File: config.mk
export PLATFORM = sky130hd
export DESIGN_NAME = anubis_sbox_sequencer
export DESIGN_NICKNAME = d
export VERILOG_FILES = /design/src/rtl/anubis_sbox_sequencer.sv
export SDC_FILE = /design/constraint.sdc
export NUM_CORES = 1
export LEC_CHECK = 0
export CAP_MARGIN = 10
export CORE_ASPECT_RATIO = 1.1
export CORE_MARGIN = 1
export CORE_UTILIZATION = 65
export DETAILED_ROUTE_END_ITERATION = 7
export DONT_BUFFER_PORTS = 1
export PLACE_DENSITY = 0.92
export SETUP_SLACK_MARGIN = 0.05
export SYNTH_ARGS = -nofsm -noshare
export SYNTH_HDL_FRONTEND = slang
export SYNTH_SLANG_ARGS = --single-unit
File: constraint.sdc
create_clock -name clk -period 3.5 [get_ports clk]
set_input_delay 0.7 -clock clk [delete_from_list [all_inputs] [get_ports clk]]
set_output_delay 0.7 -clock clk [all_outputs]
set_load 0.05 [all_outputs]
File: src/rtl/anubis_sbox_sequencer.sv
// Anubis S-box sequencer: shares one external 8-bit S-box between two requesters.
// Each accepted NBYTES-wide word is substituted one byte per cycle, LSB byte first.
// The result is returned as a one-cycle pulse on the owning requester's result port.
// Optional macro ANUBIS_SEQ_FIXED_PRIO_EN makes req0 win every tie.
// Without it, arbitration is round-robin.
module anubis_sbox_sequencer #(
  parameter int NBYTES = 4
) (
  input  logic                clk,
  input  logic                rst,
  input  logic                req0_valid,
  output logic                req0_ready,
  input  logic [8*NBYTES-1:0] req0_data,
  output logic                res0_valid,
  output logic [8*NBYTES-1:0] res0_data,
  input  logic                req1_valid,
  output logic                req1_ready,
  input  logic [8*NBYTES-1:0] req1_data,
  output logic                res1_valid,
  output logic [8*NBYTES-1:0] res1_data,
  output logic [7:0]          sbox_idat,
  input  logic [7:0]          sbox_odat,
  output logic                busy
);

  localparam int W     = 8 * NBYTES;
  localparam int IDX_W = (NBYTES > 1) ? $clog2(NBYTES) : 1;

  typedef enum logic [1:0] {S_IDLE, S_SUB, S_DONE} state_t;

  state_t             r_state;
  logic [IDX_W-1:0]   r_idx;
  logic               r_owner;
  logic [W-1:0]       r_work;
  logic [W-1:0]       r_result;

  logic               w_grant0;
  logic               w_grant1;
  logic               w_hs;
  logic               w_last_byte;
  logic [7:0]         w_byte;
  logic [W-1:0]       w_result_next;

`ifdef ANUBIS_SEQ_FIXED_PRIO_EN
  // req0 always wins a tie
  assign w_grant1 = req1_valid & ~req0_valid;
`else
  logic               r_last_grant;
  // On a tie, grant the requester that was not served last
  assign w_grant1 = req1_valid & (~req0_valid | ~r_last_grant);
`endif
  assign w_grant0 = req0_valid & ~w_grant1;

  // Ready is only offered while idle; it is forced low during reset
  assign req0_ready = (r_state == S_IDLE) & ~rst & w_grant0;
  assign req1_ready = (r_state == S_IDLE) & ~rst & w_grant1;
  assign w_hs       = req0_ready | req1_ready;

  assign busy        = (r_state != S_IDLE);
  assign w_last_byte = (r_idx == IDX_W'(NBYTES - 1));

  // Pick the current work byte and merge the S-box output into the result image
  always_comb begin
    w_byte        = 8'h00;
    w_result_next = r_result;
    for (int b = 0; b < NBYTES; b++) begin
      if (r_idx == IDX_W'(b)) begin
        w_byte                  = r_work[8*b +: 8];
        w_result_next[8*b +: 8] = sbox_odat;
      end
    end
  end

  assign sbox_idat = (r_state == S_SUB) ? w_byte : 8'h00;

  // Control FSM with registered result outputs
  always_ff @(posedge clk or posedge rst) begin
    if (rst) begin
      r_state    <= S_IDLE;
      r_idx      <= '0;
      r_owner    <= 1'b0;
      res0_valid <= 1'b0;
      res1_valid <= 1'b0;
      res0_data  <= '0;
      res1_data  <= '0;
`ifndef ANUBIS_SEQ_FIXED_PRIO_EN
      r_last_grant <= 1'b1;
`endif
    end else begin
      res0_valid <= 1'b0;
      res1_valid <= 1'b0;
      case (r_state)
        S_IDLE: begin
          if (w_hs) begin
            r_owner <= w_grant1;
            r_idx   <= '0;
            r_state <= S_SUB;
          end
        end
        S_SUB: begin
          if (w_last_byte) begin
            r_idx   <= '0;
            r_state <= S_DONE;
            if (r_owner) begin
              res1_valid <= 1'b1;
              res1_data  <= w_result_next;
            end else begin
              res0_valid <= 1'b1;
              res0_data  <= w_result_next;
            end
          end else begin
            r_idx <= r_idx + 1'b1;
          end
        end
        S_DONE: begin
`ifndef ANUBIS_SEQ_FIXED_PRIO_EN
          r_last_grant <= r_owner;
`endif
          r_state <= S_IDLE;
        end
        default: r_state <= S_IDLE;
      endcase
    end
  end

  // Work word capture and per-byte result accumulation
  always_ff @(posedge clk) begin
    if (w_hs) begin
      r_work <= w_grant1 ? req1_data : req0_data;
    end
    if (r_state == S_SUB) begin
      r_result <= w_result_next;
    end
  end

endmodule

==> results by stage <==
Logic synthesis:
- The largest total area in the synthesized netlist belongs to sky130_fd_sc_hd__edfxtp_1.
- The average size of a mapped cell is 13.05 sq um.
- The register area share after synthesis is 63.15%.
- The leading cell type by number of instances after synthesis is sky130_fd_sc_hd__dfrtp_1.
- Yosys attributes the largest share of cell area to sky130_fd_sc_hd__edfxtp_1 33%, sky130_fd_sc_hd__dfrtp_1 30%, sky130_fd_sc_hd__mux2_2 6.3%.
- The number of standard cells after synthesis is 452.
- After synthesis, the share of flip-flops with an asynchronous set or reset is 52.94%.
- The post-synthesis net count is 532.
- The cell area after synthesis is 5898 sq um.
- The commonest cells after synthesis are 71 x sky130_fd_sc_hd__dfrtp_1, 64 x sky130_fd_sc_hd__edfxtp_1, 38 x sky130_fd_sc_hd__inv_1.
- In the synthesized netlist the dominant register cell turns out to be sky130_fd_sc_hd__dfrtp_1.
- After synthesis the netlist holds a flip-flop and latch count of 136.
- The share of Yosys cell area claimed by the top area cell type is 32.58%.
- The synthesis warning total is 0.
- In this run, synthesis inferred 64 flip-flops with an integrated enable.
- The number of distinct library cell variants in the gate-level netlist after synthesis is 33.

Finish:
- The final core utilization is 75.10%.
- Of the cells placed in the final design, the portion with a size suffix greater than 1 is 25.26%.
- The count of filler cells inserted in the layout is 557.
- The final layout net count is 542.
- The area added between synthesis and finish is 12.41%.
- The number of antenna diodes in the final layout is 0.

Die:
- The die outline width is 92.83 um.
- The floorplan has 36 rows.
- The die covers 9459 sq um.
- The top-level I/O count is 153.
- The core area is 8828 sq um.
- Once the floorplan was initialized, standard cells occupied 66.81% of the core.
- The die is 101.9 um tall.

STA:
- In the final timing run, aggregate negative setup slack is 0 ns.
- The post-route clock period utilization is 89.96%.
- The number of hold violations in the final report is 0.
- The count of pins over their slew limit is 0.
- The shortest period the worst path allows is 3.149 ns.
- The maximum clock frequency is 317.6 MHz.
- Clock skew on the completed layout was measured at 0.005123 ns.
- At the pin with the least slew margin, the transition time is 1.038 ns.
- Setup repair after global routing left no endpoint under its margin.
- The number of setup violations in the final report is 0.
- Headroom to the max-slew limit came out at 30.82%.

Clock tree:
- The sink count of the clock tree is 136.
- After clock tree synthesis, the repair step resized 0 gates.
- The clock edge transition at the registers on the reported setup and hold paths is 0.06 ns.
- TritonCTS created 17 clock buffers.
- The H-tree depth is 4.
- TritonCTS built the clock tree.
- For the worst-skew pair, the clock arrives at the later sink with an insertion delay of 0.51 ns.
- The root buffer cell chosen for the clock tree is sky130_fd_sc_hd__clkbuf_8.
- The number of buffers inserted by hold repair at cts is 0.
- Post-CTS timing repair inserted 0 buffers for setup.
- The maximum clock path buffer count is 2.

Outcome:
- The run finished with clean final reports.

Critical path:
- The critical path in this run is classified as flop to primary output.
- The data arrival time of the critical path is 2.45 ns.
- The number of cells on the worst reg-to-reg path is 6.
- Of all nets on the critical path, the largest fanout is 13.
- The worst setup path is captured at a primary output.
- The critical path data required time is 2.80 ns.
- STA classifies the critical path startpoint as a flop.

Routing:
- The number of remaining DRC errors is 0.
- The wire length per cell after detailed routing is 20.11 um.
- Once detail routing completed, the nets flagged for antenna violations numbered 0.
- The routed layout has 3465 vias.
- The initial DRC count is 196.
- In the routed layout, each cell is associated on average with a via count of 5.883.
- The overall routed net length is 11.85 mm.
- The number of search-and-repair iterations in the first detailed-routing pass is 5.

Global routing:
- The overall routing resource usage is 26.06%.
- The global route total overflow is 0.
- The number of antenna violations at the first check in global routing is 0.
- The first global-routing pass estimated 18.28 mm of wire.
- The pin count of the biggest net entering global routing is 66.
- The via count of the first global-routing pass is 3541.

Placement:
- The weighted congestion at the end of routability-driven global placement is 0.7794.
- Detailed placement finished with a half-perimeter wire length of 7.844 mm.
- Input and output buffers added on the ports amount to 0.

Min path:
- The class of the tightest hold or removal check is input port to async pin.

Flow run:
- The number of max-capacitance violations reported is 0.
## worst max-delay path, cell delays in order (launching register included)
cell and delay (ns):
sky130_fd_sc_hd__dfrtp_1 0.41, sky130_fd_sc_hd__inv_1 0.11, sky130_fd_sc_hd__ha_1 0.32, sky130_fd_sc_hd__buf_4 0.32, sky130_fd_sc_hd__a221oi_2 0.11, sky130_fd_sc_hd__o41ai_2 0.39
sky130_fd_sc_hd__buf_4 0.27
## cells in the final DEF, fill, tap and decap left out, types with 2 or more instances in the layout
cell,count
sky130_fd_sc_hd__nor2_1,33
sky130_fd_sc_hd__nor3_1,3
sky130_fd_sc_hd__a21oi_1,16
sky130_fd_sc_hd__clkinvlp_4,2
sky130_fd_sc_hd__clkbuf_16,20
sky130_fd_sc_hd__clkbuf_8,4
sky130_fd_sc_hd__o21ai_0,35
sky130_fd_sc_hd__mux2_2,33
sky130_fd_sc_hd__a221oi_2,6
sky130_fd_sc_hd__ha_1,4
sky130_fd_sc_hd__nand2_1,35
sky130_fd_sc_hd__inv_2,2
sky130_fd_sc_hd__a21oi_2,17
sky130_fd_sc_hd__and2_1,2
sky130_fd_sc_hd__mux2i_1,32
sky130_fd_sc_hd__inv_6,2
sky130_fd_sc_hd__nor2b_1,9
sky130_fd_sc_hd__buf_4,18
sky130_fd_sc_hd__edfxtp_1,64
sky130_fd_sc_hd__clkbuf_1,2
sky130_fd_sc_hd__o41ai_2,7
sky130_fd_sc_hd__nand3_1,7
sky130_fd_sc_hd__inv_1,36
sky130_fd_sc_hd__dfrtp_1,71
## state kept, by name, indices dropped and copies added (netlist names)
| signal | cells |
|---|---|
| res0_data | 32 |
| res1_data | 32 |
| r_work | 32 |
| r_last_grant | 1 |
| r_state | 2 |
| r_owner | 1 |
| res1_valid | 1 |
| r_result | 32 |
| r_idx | 2 |
| res0_valid | 1 |
## final timing paths
check,endpoint,slack [ns],from
worst max-delay path,sbox_idat[4],0.35,r_idx[1]
worst min-delay path,r_idx[1],0.31,rst
worst max register to register,res0_data[9],1.29,r_idx[0]
worst min register to register,r_owner,0.56,r_owner
max in group asynchronous,res0_data[6],2.39,rst
min in group clk,r_work[7],0.41,req0_data[7]
## through the flow
| stage | setup slack [ns] | hold slack, ns | cells | cell area (sq um) |
|---|---|---|---|---|
| 3_3_place_gp | 0.9566 | 0.5191 | 557 | 5998 |
| 5_1_grt | 0.2168 | 0.3632 | 589 | 6630 |
| 2_1_floorplan | 0.6595 | 0.4808 | 452 | 5898 |
| 4_1_cts | 0.3295 | 0.3118 | 589 | 6630 |
| 6_report | 0.3514 | 0.3077 | 589 | 6630 |
| 3_5_place_dp | 0.9000 | 0.5421 | 557 | 5998 |
## routing by layer
layer | GRT usage [%] | up-vias | share of wire [%]
li1 | - | 1595 | -
met1 | 31.05 | 1695 | 38
met2 | 43.61 | 163 | 53
met3 | 8.482 | 12 | 7.7
met4 | 11.60 | 0 | 1.4
met5 | 0 | - | 0
## logic make-up (layout without fill, tap and decap cells)
logic type / count (synthesis) / in the layout / share of synthesized area, %
flops: 136 / 136 / 63.15
compound gates: 87 / 87 / 11.22
buf+inv: 66 / 89 / 5.897
fa+ha+maj: 4 / 4 / 0.8486
mux: 65 / 65 / 11.73
simple gates: 94 / 94 / 7.149
## cell type report
| type | count | area, sq um | share of cell area [%] |
|---|---|---|---|
| Tap cell | 114 | 142.6 | 2.151 |
| Clock inverter | 6 | 68.82 | 1.038 |
| Inverter | 38 | 142.6 | 2.151 |
| Timing Repair Buffer | 19 | 155.1 | 2.340 |
| Clock buffer | 26 | 563.0 | 8.492 |
| Multi-Input combinational cell | 250 | 1833 | 27.65 |
| Sequential cell | 136 | 3725 | 56.18 |
Power is left out: the tool's default activity adds up to more than one toggle a clock period on the data nets, which glitch-free logic cannot reach.
==> RTL edit 1 (config.mk and constraints unchanged) <==
Build with the macro `ANUBIS_SEQ_FIXED_PRIO_EN` defined.
--- a/src/rtl/anubis_sbox_sequencer.sv
+++ b/src/rtl/anubis_sbox_sequencer.sv
@@ -5,2 +5,4 @@
 // Without it, arbitration is round-robin.
+`define ANUBIS_SEQ_FIXED_PRIO_EN
+
 module anubis_sbox_sequencer #(
Behaviour: not the same (Yosys sat finds a counterexample within 10 cycles, from zero or initial values and one cycle with rst high).
==> RTL edit 1 against the unedited design <==
Synthesized cell count is 0.44% lower; critical endpoint is now sbox_idat[1]; area after synthesis is 1.0% lower; final cell count is 0.51% lower; non-clock buffer count is 3 higher; cell area is 1.0% lower; utilization is 1.8 points higher; setup slack worse by 0.15 ns; wire length is 5.5% higher; sequential cell count is 1 lower; register-to-register slack worse by 0.50 ns.
Power is not shown: default switching activity piles up to over one toggle a cycle in this logic, so the estimate is an artifact.
==> RTL edit 1: results (changes against the unedited design) <==
Floorplan
  – Die ar.: 9370 sq um (-0.97%)

Clock tree
  – Clock Pin Slew Worst Setup and Hold Paths: 0.06 ns (about the same)
  – Latest clock arrival within the worst-skew pair: 0.52 ns
  – CTS Buf Count: 17 (unchanged)
  – Setup bufs post-CTS: 0 (unchanged)
  – H-tree depth: 4 (unchanged)
  – Root Driver: clkbuf_8
  – CTS max path bufs: 2 (unchanged)

GRT
  – Initial antenna violation count: 0 (unchanged)
  – First-pass GRT wire length: 19,700 um (+7.7%)
  – Global Route Usage Sum: 28.6% (+2.5 points)
  – Largest net degree at the start of global routing: 66 (unchanged)
  – Number of global-route vias before repair: 3,780 (+6.7%)

Finish
  – Final #Nets: 542 (unchanged)
  – Layout cells sized above 1: 24.8% (-0.42 points)
  – N_diodes: 0 (unchanged)

Placed design
  – Buffers on Ports: 0 (unchanged)
  – GPL Wtd Cong: 0.826 (+6.0%)
  – Dpl hpwl: 8140 um (+3.7%)

Setup path
  – Arrival @ worst endpoint: 2.60 ns (+0.15 ns)
  – Slowest CP cell: ha_1
  – Crit-path max FO: 16 (+3)
  – Cell family with most CP delay: buffers and inverters
  – CP peak stage delay: 0.49 ns (+0.08 ns)

Status
  – Status: completed

Route
  – Routed WL per cell: 21.3 um (+6.0%)
  – Drt first pass iters: 5 (unchanged)
  – Vias: 3,598 (+3.8%)
  – Number of DRC markers in iteration 0: 282 (+44%)

Synth
  – Ranking of synthesized cells by area: edfxtp_1 (33%), dfrtp_1 (30%), mux2_2 (6.2%)
  – Number of synthesized flops with an enable pin: 64 (unchanged)
  – Seq/Total Area, Yosys: 63.3% (+0.19 points)
  – YS warnings: 0 (unchanged)
  – Synth Flop Type: dfrtp_1
  – Synth cell types: 28 (-15%)
  – Most instantiated cells after synthesis: dfrtp_1 (71), edfxtp_1 (64), inv_1 (38), o21ai_0 (35), nand2_1 (34)
  – Async S/R FF share, synth: 52.6% (-0.35 points)
  – Syn Nets: 530 (-0.38%)

Timing
  – Clk_skew: 0.00921 ns (+0.00409 ns)
  – Fin. Hold Viols: 0 (unchanged)
  – Relative slew slack: 50.6% (+20 points)

Worst hold path
  – HP Class: input pin to register
==> RTL edit 1: worst paths after layout <==
path / from / depth (start not counted) / endpoint / slack (ns)
max in group asynchronous: rst / 3 / res0_data[16] / 2.24
worst max-delay path: r_idx[0] / 6 / sbox_idat[1] / 0.20
min in group asynchronous: rst / 2 / res0_data[25] / 0.57
worst min-delay path: req1_valid / 2 / r_owner / 0.35
worst max register to register: r_idx[0] / 6 / res0_data[5] / 0.79
worst min register to register: r_owner / 2 / r_owner / 0.54
==> RTL edit 1: final cells by class <==
cell class	count	area [sq um]
flip-flops and latches	135	3700
fillers	495	1980
multi-input cells	248	1800
clock buffers	22	474
repair buffers	22	168
inverters	38	143
clock inverters	10	140
well taps	111	139
==> RTL edit 1: what timing repair did <==
item                      CTS  global route
hold buffers                1             0
resized for setup           0             0
hold endpoints to repair    7             0
==> RTL edit 1: metal layers <==
metal / wire (um) / up-vias / share of wire, % / track usage [%]
li1: - / 1597 / - / -
met1: 4750 / 1775 / 38 / 34.0
met2: 6380 / 198 / 51 / 47.9
met3: 1060 / 28 / 8.5 / 9.61
met4: 301 / 0 / 2.4 / 12.1
met5: 0 / - / 0 / 0
==> RTL edit 1: cell families after synthesis <==
| logic type | synth area share (%) |
|---|---|
| multiplexers | 11.7 |
| AND/OR/NAND/NOR | 7.11 |
| adder cells (fa/ha/maj) | 0.857 |
| buffers and inverters | 5.83 |
| flip-flops | 63.3 |
| AO/OA/AOI/OAI | 11.2 |
==> RTL edit 1: metrics by stage <==
step / utilization, % / area (sq um) / cells / hold slack [ns] / worst slack (ns)
2_1_floorplan: - / 5840 / 450 / 0.476 / 0.608
3_3_place_gp: 69.5 / 5940 / 553 / 0.511 / 0.894
3_5_place_dp: 69.5 / 5940 / 553 / 0.517 / 0.798
4_1_cts: 76.8 / 6560 / 586 / 0.331 / 0.206
5_1_grt: 76.8 / 6560 / 586 / 0.352 / 0.0817
6_report: 76.8 / 6560 / 586 / 0.346 / 0.197
==> RTL edit 2 (config.mk and constraints unchanged) <==
Made on the original files. The 3 states of `state_t` get a one-hot encoding in 3 bits.
--- a/src/rtl/anubis_sbox_sequencer.sv
+++ b/src/rtl/anubis_sbox_sequencer.sv
@@ -28,3 +28,3 @@
 
-  typedef enum logic [1:0] {S_IDLE, S_SUB, S_DONE} state_t;
+  typedef enum logic [2:0] {S_IDLE = 3'b001, S_SUB = 3'b010, S_DONE = 3'b100} state_t;
 
Function: same outputs for any inputs over 10 cycles, from zero or initial values and one cycle with rst high; not proved beyond that.
==> RTL edit 2 against the unedited design <==
Synthesized cell count down 20%; area after synthesis down 1.1%; wire length is 3.6% lower; sequential cell count is 1 higher; cell area is 0.36% higher; critical path depth decreased by 1; global-route usage shrank 0.056 points; setup slack worse by 0.073 ns; die area fell by 1.1%; critical endpoint unchanged; highest routed layer unchanged.
==> RTL edit 2: results (changes against the unedited design) <==
Synth
  – Most instantiated cells after synthesis: mux2_2 (127), dfrtp_1 (71), edfxtp_1 (64), inv_1 (14), clkbuf_1 (13)
  – Synth Area in XOR/XNOR: 0% (unchanged)
  – Async S/R FF share, synth: 53.3% (+0.34 points)
  – Synth cell types: 30 (-9.1%)
  – Post-synthesis adder-cell area fraction: 0.858% (+0.0093 points)
  – Seq/Total Area, Yosys: 64.3% (+1.1 points)
  – YS warnings: 0 (unchanged)
  – Post-synthesis compound-gate area fraction: 4.27% (-7.0 points)
  – Ranking of synthesized cells by area: edfxtp_1 (33%), dfrtp_1 (30%), mux2_2 (25%)
  – Synth Flop Type: dfrtp_1
  – Syn Nets: 443 (-17%)
  – Multiplexer share of the synthesized area: 24.9% (+13 points)
  – Number of synthesized flops with an enable pin: 64 (unchanged)

Pwr
  – Maximum vdd ir drop: 456 uV
  – Leak: 0.00290 uW

Setup path
  – CP Launch Point: r_state[1]
  – Crit-path max FO: 11 (-2)
  – Arrival @ worst endpoint: 2.52 ns (+0.07 ns)
  – R2r startpoint: r_state[0]

GRT
  – First-pass GRT wire length: 17,700 um (-3.1%)
  – Largest net degree at the start of global routing: 39 (-41%)
  – Number of global-route vias before repair: 3,332 (-5.9%)
  – Initial antenna violation count: 0 (unchanged)
  – Global Route Usage Sum: 26.0% (-0.056 points)

Route
  – Drt total wl: 11,400 um (-3.6%)
  – Drt first pass iters: 7 (+2)
  – Number of DRC markers in iteration 0: 142 (-28%)
  – Vias/cell: 6.22 (+5.7%)

Status
  – Status: completed

Clock tree
  – Clock Pin Slew Worst Setup and Hold Paths: 0.06 ns (about the same)
  – Setup bufs post-CTS: 0 (unchanged)
  – CTS Buf Count: 17 (unchanged)
  – CTS max path bufs: 2 (unchanged)
  – H-tree depth: 4 (unchanged)
  – Root Driver: clkbuf_8
  – Latest clock arrival within the worst-skew pair: 0.51 ns (about the same)

Timing
  – Relative slew slack: 48.1% (+17 points)
  – Clk_skew: 0.00781 ns (+0.00269 ns)

Finish
  – Final #Nets: 458 (-15%)
  – Layout cells sized above 1: 49.4% (+24 points)
  – N_diodes: 0 (unchanged)

Worst hold path
  – HP Class: input pin to async pin

Placed design
  – Buffers on Ports: 0 (unchanged)
  – Dpl hpwl: 7600 um (-3.1%)
  – GPL Wtd Cong: 0.741 (-5.0%)
  – Worst slack at placement: 0.534 ns (-0.366 ns)
-- RTL edit 2: path summary, 6_finish.rpt --
| path | cells past startpoint | endpoint | slack (ns) |
|---|---|---|---|
| max | 5 | sbox_idat[4] | 0.28 |
| min | 1 | res0_data[2] | 0.21 |
| max reg2reg | 6 | res1_data[9] | 0.69 |
| min reg2reg | 1 | r_result[24] | 0.59 |
| max in group asynchronous | 2 | res0_data[27] | 2.36 |
| min in group clk | 1 | r_work[31] | 0.40 |
-- RTL edit 2: critical path: stages, from the launching register on --
cell and delay [ns]:
dfrtp_1 0.46, or3b_1 0.67, inv_2 0.28, nand3_1 0.20, o31ai_2 0.14, buf_4 0.25
-- RTL edit 2: per-layer routing --
metal / track usage (%) / wire length [um]
met1: 29.0 / 4360
met5: 0 / 0
met3: 7.88 / 817
met4: 13.5 / 304
met2: 45.2 / 5930
-- RTL edit 2: power by group --
part	switching [uW]	internal (uW)
Sequential	480	2010
Clock	714	1100
Combinational	638	440
Total	1830	3550
-- RTL edit 2: cell type report --
type	instances	area [sq um]
Clock buffer	17	414
Clock inverter	15	188
Fill cell	474	1890
Inverter	14	52.6
Multi-Input combinational cell	191	1980
Sequential cell	137	3750
Tap cell	111	139
Timing Repair Buffer	17	128
-- RTL edit 2: through the flow --
| step | power, uW | std cells | cell area (sq um) | hold WS, ns |
|---|---|---|---|---|
| final | 5380 | 502 | 6650 | 0.211 |
| after global routing | 5580 | 502 | 6650 | 0.259 |
| after CTS | 5390 | 502 | 6650 | 0.224 |
| after detailed placement | 3570 | 470 | 6040 | 0.574 |
| after global placement | 3500 | 470 | 6040 | 0.559 |
| after floorplan | 3300 | 363 | 5870 | 0.531 |
-- RTL edit 2: cell families (layout without fill, tap and decap cells) --
| kind of cell | count (synthesis) | count (layout) |
|---|---|---|
| adders and majority gates | 4 | 4 |
| buffers and inverters | 35 | 63 |
| muxes | 129 | 129 |
| AOI/OAI and AO/OA | 32 | 32 |
| and+or+nand+nor | 26 | 26 |
| DFF | 137 | 137 |
-- RTL edit 2: what timing repair did --
item | in CTS | in global routing
gates cloned | 0 | 0
gates resized for setup | 1 | 2
hold endpoints to repair | 0 | 0
setup endpoints to repair | 8 | 4
